**config.mk**
```make
export PLATFORM = sky130hd
export DESIGN_NAME = id_issue_ctrl
export DESIGN_NICKNAME = d
export VERILOG_FILES = /design/src/rtl/id_issue_ctrl_pkg.sv /design/src/rtl/id_scoreboard.sv /design/src/rtl/id_issue_ctrl.sv
export SDC_FILE = /design/constraint.sdc
export NUM_CORES = 1
export LEC_CHECK = 0
export ABC_AREA = 1
export ABC_CLOCK_PERIOD_IN_PS = 3300
export CAP_MARGIN = 5
export CORE_UTILIZATION = 45
export DETAILED_ROUTE_END_ITERATION = 8
export PLACE_DENSITY = 0.75
export SETUP_SLACK_MARGIN = 0.05
export SLEW_MARGIN = 20
export SYNTH_ARGS = -nofsm -noshare
export SYNTH_HDL_FRONTEND = slang
export SYNTH_SLANG_ARGS = --single-unit
```
**constraint.sdc**
```tcl
create_clock -name clk -period 3.3 [get_ports clk]
set_input_delay 0.825 -clock clk [delete_from_list [all_inputs] [get_ports clk]]
set_output_delay 0.825 -clock clk [all_outputs]
set_load 0.005 [all_outputs]
```
**src/rtl/id_issue_ctrl_pkg.sv**
```systemverilog
// Shared definitions for the decode-to-execute issue controller.
// Holds the register-file geometry, the instruction width, the x0 index and
// a one-hot decode helper used to build scoreboard masks.
package id_issue_ctrl_pkg;

  localparam int REG_ADDR_W = 5;
  localparam int NR_REGS    = 32;
  localparam int INST_W     = 32;

  localparam logic [REG_ADDR_W-1:0] X0_ADDR = '0;

  function automatic logic [NR_REGS-1:0] onehot(input logic [REG_ADDR_W-1:0] addr);
    logic [NR_REGS-1:0] m;
    m       = '0;
    m[addr] = 1'b1;
    return m;
  endfunction

endpackage

```
**src/rtl/id_scoreboard.sv**
```systemverilog
// Register scoreboard: one pending bit per architectural register.
//
// Ports:
//   clk, rst               clock, synchronous active-low reset
//   set_ena/set_addr       mark a destination pending (issue)
//   clr_ena/clr_addr       retire a destination (writeback)
//   fl_ena/fl_addr         drop the destination of a flushed instruction
//   rs1/rs2/rd_addr        lookup indices
//   rs1/rs2/rd_busy        lookup results, writeback-bypassed
//   pending                registered bitmap, bit 0 always 0
module id_scoreboard
  import id_issue_ctrl_pkg::*;
(
  input  logic                  clk,
  input  logic                  rst,
  input  logic                  set_ena,
  input  logic [REG_ADDR_W-1:0] set_addr,
  input  logic                  clr_ena,
  input  logic [REG_ADDR_W-1:0] clr_addr,
  input  logic                  fl_ena,
  input  logic [REG_ADDR_W-1:0] fl_addr,
  input  logic [REG_ADDR_W-1:0] rs1_addr,
  input  logic [REG_ADDR_W-1:0] rs2_addr,
  input  logic [REG_ADDR_W-1:0] rd_addr,
  output logic                  rs1_busy,
  output logic                  rs2_busy,
  output logic                  rd_busy,
  output logic [NR_REGS-1:0]    pending
);

  logic [NR_REGS-1:0] pend_q;
  logic [NR_REGS-1:0] clr_mask;
  logic [NR_REGS-1:0] fl_mask;
  logic [NR_REGS-1:0] set_mask;
  logic [NR_REGS-1:0] pend_eff;
  logic [NR_REGS-1:0] pend_nxt;

  assign clr_mask = clr_ena ? onehot(clr_addr) : '0;
  assign fl_mask  = fl_ena  ? onehot(fl_addr)  : '0;
  assign set_mask = set_ena ? onehot(set_addr) : '0;

  // Writeback retirement is bypassed into the lookups so a dependent
  // instruction can issue in the same cycle its producer writes back.
  assign pend_eff = pend_q & ~clr_mask;

  assign rs1_busy = pend_eff[rs1_addr] & (rs1_addr != X0_ADDR);
  assign rs2_busy = pend_eff[rs2_addr] & (rs2_addr != X0_ADDR);
  assign rd_busy  = pend_eff[rd_addr]  & (rd_addr  != X0_ADDR);

  // A new issue to the same register as a retiring write keeps the bit set.
  always_comb begin
    pend_nxt          = (pend_eff & ~fl_mask) | set_mask;
    pend_nxt[X0_ADDR] = 1'b0;
  end

  always_ff @(posedge clk) begin
    if (!rst) pend_q <= '0;
    else      pend_q <= pend_nxt;
  end

  assign pending = pend_q;

endmodule

```
**src/rtl/id_issue_ctrl.sv**
```systemverilog
// Issue controller between decode and execute.
// Stalls decode on RAW/WAW hazards against in-flight destinations, owns the
// single ID->EX pipeline register (valid/ready on both sides), supports
// flushing the staged instruction and counts stall cycles with saturation.
//
// Ports:
//   clk, rst                          clock, synchronous active-low reset
//   id_valid/id_ready, id_inst        decode handshake and instruction
//   rs1/rs2_r_ena, rs1/rs2_r_addr     source reads of the decoding instruction
//   rd_w_ena, rd_w_addr               destination of the decoding instruction
//   ex_valid/ex_ready, ex_inst        execute handshake and staged instruction
//   ex_rd_w_ena, ex_rd_w_addr         staged destination
//   wb_valid, wb_rd_addr              writeback retirement
//   flush                             kill the staged instruction
//   pending                           scoreboard bitmap
//   stall_cnt                         saturating stall-cycle counter
module id_issue_ctrl
  import id_issue_ctrl_pkg::*;
#(
  parameter int CNT_W = 32
) (
  input  logic                  clk,
  input  logic                  rst,
  input  logic                  id_valid,
  output logic                  id_ready,
  input  logic [INST_W-1:0]     id_inst,
  input  logic                  rs1_r_ena,
  input  logic                  rs2_r_ena,
  input  logic [REG_ADDR_W-1:0] rs1_r_addr,
  input  logic [REG_ADDR_W-1:0] rs2_r_addr,
  input  logic                  rd_w_ena,
  input  logic [REG_ADDR_W-1:0] rd_w_addr,
  output logic                  ex_valid,
  input  logic                  ex_ready,
  output logic [INST_W-1:0]     ex_inst,
  output logic                  ex_rd_w_ena,
  output logic [REG_ADDR_W-1:0] ex_rd_w_addr,
  input  logic                  wb_valid,
  input  logic [REG_ADDR_W-1:0] wb_rd_addr,
  input  logic                  flush,
  output logic [NR_REGS-1:0]    pending,
  output logic [CNT_W-1:0]      stall_cnt
);

  function automatic logic [CNT_W-1:0] sat_inc(input logic [CNT_W-1:0] v);
    return (&v) ? v : v + CNT_W'(1);
  endfunction

  logic                  vld_p1;
  logic [INST_W-1:0]     inst_p1;
  logic                  rd_w_ena_p1;
  logic [REG_ADDR_W-1:0] rd_w_addr_p1;
  logic [CNT_W-1:0]      stall_cnt_q;

  logic rs1_busy;
  logic rs2_busy;
  logic rd_busy;
  logic hazard;
  logic accept;
  logic set_ena;
  logic fl_ena;

  assign hazard = (rs1_r_ena & rs1_busy) |
                  (rs2_r_ena & rs2_busy) |
                  (rd_w_ena  & rd_busy);

  assign accept   = rst & ~flush & id_valid & ~hazard & (~vld_p1 | ex_ready);
  assign id_ready = accept;

  assign set_ena = accept & rd_w_ena & (rd_w_addr != X0_ADDR);
  // The killed instruction will never write back, so its claim is dropped.
  assign fl_ena  = flush & vld_p1 & rd_w_ena_p1 & (rd_w_addr_p1 != X0_ADDR);

  id_scoreboard u_scoreboard (
    .clk      (clk),
    .rst      (rst),
    .set_ena  (set_ena),
    .set_addr (rd_w_addr),
    .clr_ena  (wb_valid),
    .clr_addr (wb_rd_addr),
    .fl_ena   (fl_ena),
    .fl_addr  (rd_w_addr_p1),
    .rs1_addr (rs1_r_addr),
    .rs2_addr (rs2_r_addr),
    .rd_addr  (rd_w_addr),
    .rs1_busy (rs1_busy),
    .rs2_busy (rs2_busy),
    .rd_busy  (rd_busy),
    .pending  (pending)
  );

  // ---- ID -> EX stage boundary ----
  always_ff @(posedge clk) begin
    if (!rst) begin
      vld_p1       <= 1'b0;
      inst_p1      <= '0;
      rd_w_ena_p1  <= 1'b0;
      rd_w_addr_p1 <= '0;
    end else if (flush) begin
      vld_p1 <= 1'b0;
    end else if (accept) begin
      vld_p1       <= 1'b1;
      inst_p1      <= id_inst;
      rd_w_ena_p1  <= rd_w_ena;
      rd_w_addr_p1 <= rd_w_addr;
    end else if (ex_ready) begin
      vld_p1 <= 1'b0;
    end
  end

  always_ff @(posedge clk) begin
    if (!rst)                      stall_cnt_q <= '0;
    else if (id_valid & ~accept)   stall_cnt_q <= sat_inc(stall_cnt_q);
  end

  assign ex_valid     = vld_p1;
  assign ex_inst      = inst_p1;
  assign ex_rd_w_ena  = rd_w_ena_p1;
  assign ex_rd_w_addr = rd_w_addr_p1;
  assign stall_cnt    = stall_cnt_q;

endmodule

```
# After elaboration in Yosys (flattened, before gate mapping)
# Cells that the tools add are included.
# Widths: inputs -> output; s select.
# word_totals
ff_bits,103
inputBits,61
out_inout_bits,104
word_cells,75
# op_classes
addsub,1
n_lt_le_gt_ge,8
muxes,17
bitwise_logic,30
reduce_logical,12
# ops
op,count
$mux 32,3
$and 32x32->32,2
$not 32->32,2
$add 32x1->32 const B,1
$or 32x32->32,1
$reduce_and 32->1,1
$lt 5x6->1 const B,5
$reduce_bool 5->1,4
$and 1x1->1,16
$bmux 1 s5,3
$demux 1 s5,3
$ge 5x1->1 const B,3
$mux 1,8
$not 1->1,6
$reduce_and 2->1,2
$logic_and 1x1->1,3
$or 1x1->1,3
$reduce_bool 2->1,1
$reduce_or 2->1,1

# Longest topological paths before layout
# Gate-level depths: netlist of the first run.
# logic_depth
ltp_word,20
depth_mapped,19

# Modules after synthesis
# Synthesis of the first run repeated with hierarchy kept, for this count alone.
# hier_totals
hier_cells,1003
area_unflattened_um2,6098.3
# modules_own_cells
module,n_inst,cells_per_inst,area_per_inst_um2
id_issue_ctrl,1,520,3478.3
id_scoreboard,1,483,2620.0

# Worst setup path after synthesis of the first run
# Ideal clock, no wire load.
# synth_timing
path_type,input to output
start,in rd_w_addr[2]
end,out id_ready
arrival_ns,2.313
required_ns,2.475
slack_ns,0.162
path_stages,15
path_buffers,2
path_cell_list,buf_2 > nor3_1 > inv_1 > nor2_1 > nand2_1 > nand2_1 > nor2_1 > nand2_1 > nor2_1 > nand2_1 > nor2_1 > nor2_2 > nand4_4 > inv_2 > buf_2
# synth_via
elab_chain_cells,8
# synth_lines
element,line_no,rtl
start: declaration,id_issue_ctrl.sv:32,"input logic [REG_ADDR_W-1:0] rd_w_addr,"
$bmux 1 s5,id_scoreboard.sv:48,assign rd_busy = pend_eff[rd_addr] & (rd_addr != X0_ADDR);
$mux 1 (implied by the code),id_scoreboard.sv:48,
$and 1x1->1 (*),id_scoreboard.sv:48,
$and 1x1->1 (*),id_issue_ctrl.sv:65,(rd_w_ena & rd_busy);
$or 1x1->1 (*),id_issue_ctrl.sv:64,(rs2_r_ena & rs2_busy) |
$not 1->1 (*),id_issue_ctrl.sv:67,assign accept = rst & ~flush & id_valid & ~hazard & (~vld_p1 | ex_ready);
$and 1x1->1 (*) (2 in series),id_issue_ctrl.sv:67,
end: declaration,id_issue_ctrl.sv:25,"output logic id_ready,"
# Mark *: on every way between the ends. The rest lies on a longest branch, timed or not. The select of a mux whose other input is x is not followed.

# Final worst setup path of the first run
# layout_timing
start,in wb_rd_addr[0]
end,out id_ready
# layout_via
elab_chain_cells,16
# layout_lines
element,line_no,rtl
start: declaration,id_issue_ctrl.sv:39,"input logic [REG_ADDR_W-1:0] wb_rd_addr,"
$lt 5x6->1 (implied by the code) / $ge 5x1->1 (equally long branches),id_issue_ctrl_pkg.sv:15,m[addr] = 1'b1;
$logic_and 1x1->1 (implied by the code),id_issue_ctrl_pkg.sv:15,
$mux 1 (implied by the code),id_issue_ctrl_pkg.sv:15,
$demux 1 s5 (*),--,
$mux 32 (*),id_scoreboard.sv:38,assign clr_mask = clr_ena ? onehot(clr_addr) : '0;
$not 32->32 (*),id_scoreboard.sv:44,assign pend_eff = pend_q & ~clr_mask;
$and 32x32->32 (*),id_scoreboard.sv:44,
"$bmux 1 s5, on equally long branches","id_scoreboard.sv:46, id_scoreboard.sv:47",
"$mux 1, on equally long branches","id_scoreboard.sv:46, id_scoreboard.sv:47",
"$and 1x1->1, on equally long branches","id_scoreboard.sv:46, id_scoreboard.sv:47",
"$and 1x1->1, on equally long branches","id_issue_ctrl.sv:63, id_issue_ctrl.sv:64",
$or 1x1->1,id_issue_ctrl.sv:63,assign hazard = (rs1_r_ena & rs1_busy) |
$or 1x1->1 (*),id_issue_ctrl.sv:64,
$not 1->1 (*),id_issue_ctrl.sv:67,
$and 1x1->1 (*) (2 in series),id_issue_ctrl.sv:67,
# Marked as above.

==> results.md, run 1 <==
* Worst path cell trace: buf_6 > inv_4 > nand2_1 > nor2_1 > buf_4 > nand2_2 > nand2_2 > nand2_2 > nand2_2 > nor2_2 > nor2_1 > nor2_1 > nand2_2 > nor2_2 > nor2_2 > nand4_4 > inv_2 > buf_6
* Combined flip-flop and latch cell area at about 2000 um^2
* Top Metal Used: met4
* RePlAce Congestion at 0.988
* Clk sinks at a little over 100
* Run status: finished, final reports clean
* Number of remaining DRC errors at 0
* Maximum number of pins on one net before global-route repair at 43
* Finished Cell Area at 9450 um^2
* Critical Setup Path Class: in2out
* Deepest level of the CTS H-tree at 3
* Routed length on met3 at between 3 and 4 mm
* Register area share after synthesis at 0.329
* Growth of design area from synthesis to finish at 52.1%
* Synth warnings at 0
* Detail-routed net length per standard cell at approximately 18 um
* Worst endpoint required time at between 2000 and 2500 ps
* P per Cell Area at 311 nW/um^2
* Reg-to-reg critical path startpoint: u_scoreboard.pending[17]$_SDFF_PN0_
* Total leakage power at roughly 3.7 nW
* Final worst-path cycle share at 0.969
* Yosys top cell area share at 0.329
* Clock period minus final worst setup slack at roughly 3200 ps
* Largest cells by area after synthesis: dfxtp_1, nand2_1, nor2_1
* Initial core utilization at 0.466
* Stage delay of the slowest cell on the critical path at 170 ps
* Filler cells at 1219
* Crit path arrival time at around 2400 ps
* Depth of the most critical reg-to-reg path at 14
* Post-Synthesis Cell Area at 6210 um^2
* Wire length on met2 at roughly 11 mm
* Remaining global-route overflow at 0
* Cell with the biggest individual delay on the critical path: nor2_1
* Total via count in the routed design at between 7000 and 8000
* Number of input and output port buffers inserted at between 150 and 200
* Hold Worst Slack at 484 ps
* Ports at about 170
* Area of the die at 14300 um^2
* Number of pins with negative max-slew slack in the final report at 0
* Synthesized netlist net count at ~1100
* Row count at 42
* Maximum achievable frequency at 313 MHz
* Multi-input gate area at between 4000 and 5000 um^2
* Placeable core region at 13300 um^2
* Total Routing Usage GR at 0.357
* Root Buffer: clkbuf_16
* Vias in the first global route at between 7000 and 8000
* Tightest Pin Transition at slightly above 800 ps
* FF-to-FF setup slack at 700 ps
* Timing startpoint of the critical path: wb_rd_addr[0]
* #FFs+latches synth at roughly 100
* Hold path depth at 2
* Clock-pin slew on the worst setup and hold paths at ~80 ps
* Die W at 120 um
* Starting DRC count in detailed routing at ~900
* Worst r2r dst: ex_rd_w_addr[2]$_SDFFE_PN0P_
* Clock buffers created by TritonCTS at 9
* Die extent in y at around 120 um
* Clk Latency, worst-skew pair at approximately 370 ps
* Number of max-capacitance violations reported at 0
* Final nets at 1318
* Detailed-route wire length on metal 1 at approximately 11 mm
* Worst Setup End Kind: output port
* Worst min-delay path class: reg2reg
* Post-placement cell area at just under 9000 um^2
* CTS tree: built
* Total of hold buffers inserted after clock tree synthesis at 0
* Wire length of the first global-routing pass at 39.6 mm
* Post-detailed-route via-to-cell ratio at around 5.5
* Slew HR at 0.454
* Detailed Place HPWL at 19.1 mm
* Sort of element at the start of the critical path: input pin
* Worst setup skew after layout at ~12 ps
* Capture point of the critical path: id_ready
* Leading area contributor after synthesis: dfxtp_1
* Setup violations, final at 0
* Antenna viol nets, final at 0
* Antenna violations before repair at 0
* Gate count after technology mapping at approximately 1000
* DRT Pass-1 Iters at 6
* RSZ-0062 raised after global routing: no
* Hold Fails Final Rpt at 0
* Cell repeated most along the worst path: nand2_2
* Diodes inserted at 0
* Layout cells sized above 1 at 0.200
* Critical path peak fanout at 5
* Unique masters post-synth at 33
* Buffers from clock root to sink, at most at 2
* Max rail drop VDD at slightly below 0.3 mV
* Wire length reported by the detailed router at about 25 mm
* Avg Inst Size Synth at around 6.1 um^2
-- where the power goes --
| part | internal [mW] | switching [mW] | total, mW | leakage, nW |
|---|---|---|---|---|
| clock | 0.545 | 0.584 | 1.13 | 0.151 |
| combinational | 0.244 | 0.294 | 0.538 | 2.70 |
| sequential | 1.26 | 0.0193 | 1.28 | 0.825 |
-- worst min-delay path by stage --
stage                                         from                       end  slack (ps)
after CTS                  ex_inst[3]$_SDFFE_PN0P_   ex_inst[3]$_SDFFE_PN0P_         490
after floorplan           ex_rd_w_ena$_SDFFE_PN0P_  ex_rd_w_ena$_SDFFE_PN0P_         460
after global placement     ex_inst[7]$_SDFFE_PN0P_   ex_inst[7]$_SDFFE_PN0P_         460
after detailed placement  ex_inst[30]$_SDFFE_PN0P_  ex_inst[30]$_SDFFE_PN0P_         470
final                      ex_inst[3]$_SDFFE_PN0P_   ex_inst[3]$_SDFFE_PN0P_         480
after global routing      ex_inst[28]$_SDFFE_PN0P_  ex_inst[28]$_SDFFE_PN0P_         510
-- cells in the mapped netlist --
master,number
o31ai_1,2
o21ai_1,27
a21boi_0,3
nor2_1,170
a21oi_1,78
a21boi_1,2
a211oi_2,1
xor2_1,21
o21ai_0,44
nor4_1,8
nand4_4,1
clkbuf_1,18
xnor2_1,8
clkbuf_2,1
ha_1,1
dfxtp_1,102
a31oi_1,1
inv_1,81
or2_2,1
nand3_1,61
conb_1,1
nor2_2,7
inv_2,4
nor3_1,21
o21a_1,2
nor2_4,1
nand3_2,1
o211ai_1,2
buf_4,9
nand2_1,273
nand4_1,37
buf_2,13
o21bai_1,11
-- kinds of logic (layout without fill, tap and decap cells) --
logic type | after synthesis | after routing | share of synthesized area
xor gates and xnor gates | 29 | 29 | 0.0409
other | 1 | 1 | 0.000604
AOI/OAI and AO/OA | 173 | 173 | 0.150
adders and majority gates | 1 | 1 | 0.00201
and+or+nand+nor | 581 | 581 | 0.394
buffers and inverters | 126 | 374 | 0.0844
DFF | 102 | 102 | 0.329
-- metrics by stage --
stage / setup TNS, ps / utilization / setup WS, ps / std cells / power, mW
floorplan: 0 / - / 162 / 1013 / 1.52
global placement: -59260 / 0.649 / -912 / 1416 / 1.78
finish: 0 / 0.708 / 101 / 1437 / 2.94
detailed placement: -63840 / 0.649 / -943 / 1416 / 1.78
global route: 0 / 0.708 / 23.7 / 1437 / 3.05
CTS: 0 / 0.690 / 54.8 / 1434 / 2.91
-- routing by layer --
layer / track usage / up-vias
met5: 0 / -
met4: 0.130 / 0
met3: 0.124 / 64
met2: 0.523 / 463
met1: 0.481 / 3563
li1: - / 3798
-- state kept, by name (all words and copies together) (netlist names) --
name / flops
ex_rd_w_ena: 1
ex_rd_w_addr: 5
stall_cnt: 32
u_scoreboard.pending: 31
ex_valid: 1
ex_inst: 32
-- worst max-delay path, delay by kind of cell --
family	cells	cell delay (ps)
buffers and inverters	5	490
and+or+nand+nor	13	1050
-- what timing repair did --
| item | CTS | global route |
|---|---|---|
| pin swaps | 16 | 33 |
| gates resized for setup | 120 | 94 |
| setup buffers | 2 | 3 |
| setup endpoints to repair | 100 | 45 |
-- cell usage in the layout (no fill, tap or decap), drive strengths merged, types with 11 or more instances in the layout --
cell type and instances:
nand3 62, clkdlybuf4s50 147, inv 88, o21bai 11, dfxtp 102, nor3 21, buf 118, nand2 273
xor2 21, nand4 38, a21oi 78, clkbuf 15, o21ai 71, nor2 178
-- cell type report --
type | count | share of cell area
multi-input combinational | 785 | 0.427
clock inverter | 7 | 0.00914
sequential | 102 | 0.216
inverter | 85 | 0.0356
clock buffer | 9 | 0.0238
tap | 176 | 0.0233
timing repair buffer | 273 | 0.265
(Power assumes the default switching activity.)
==> run 2: changes to the inputs <==
SLEW_MARGIN = unset   (was 20)
==> results of run 2 <==
No change in the layout: final DEF, timing and power equal those of run 1.
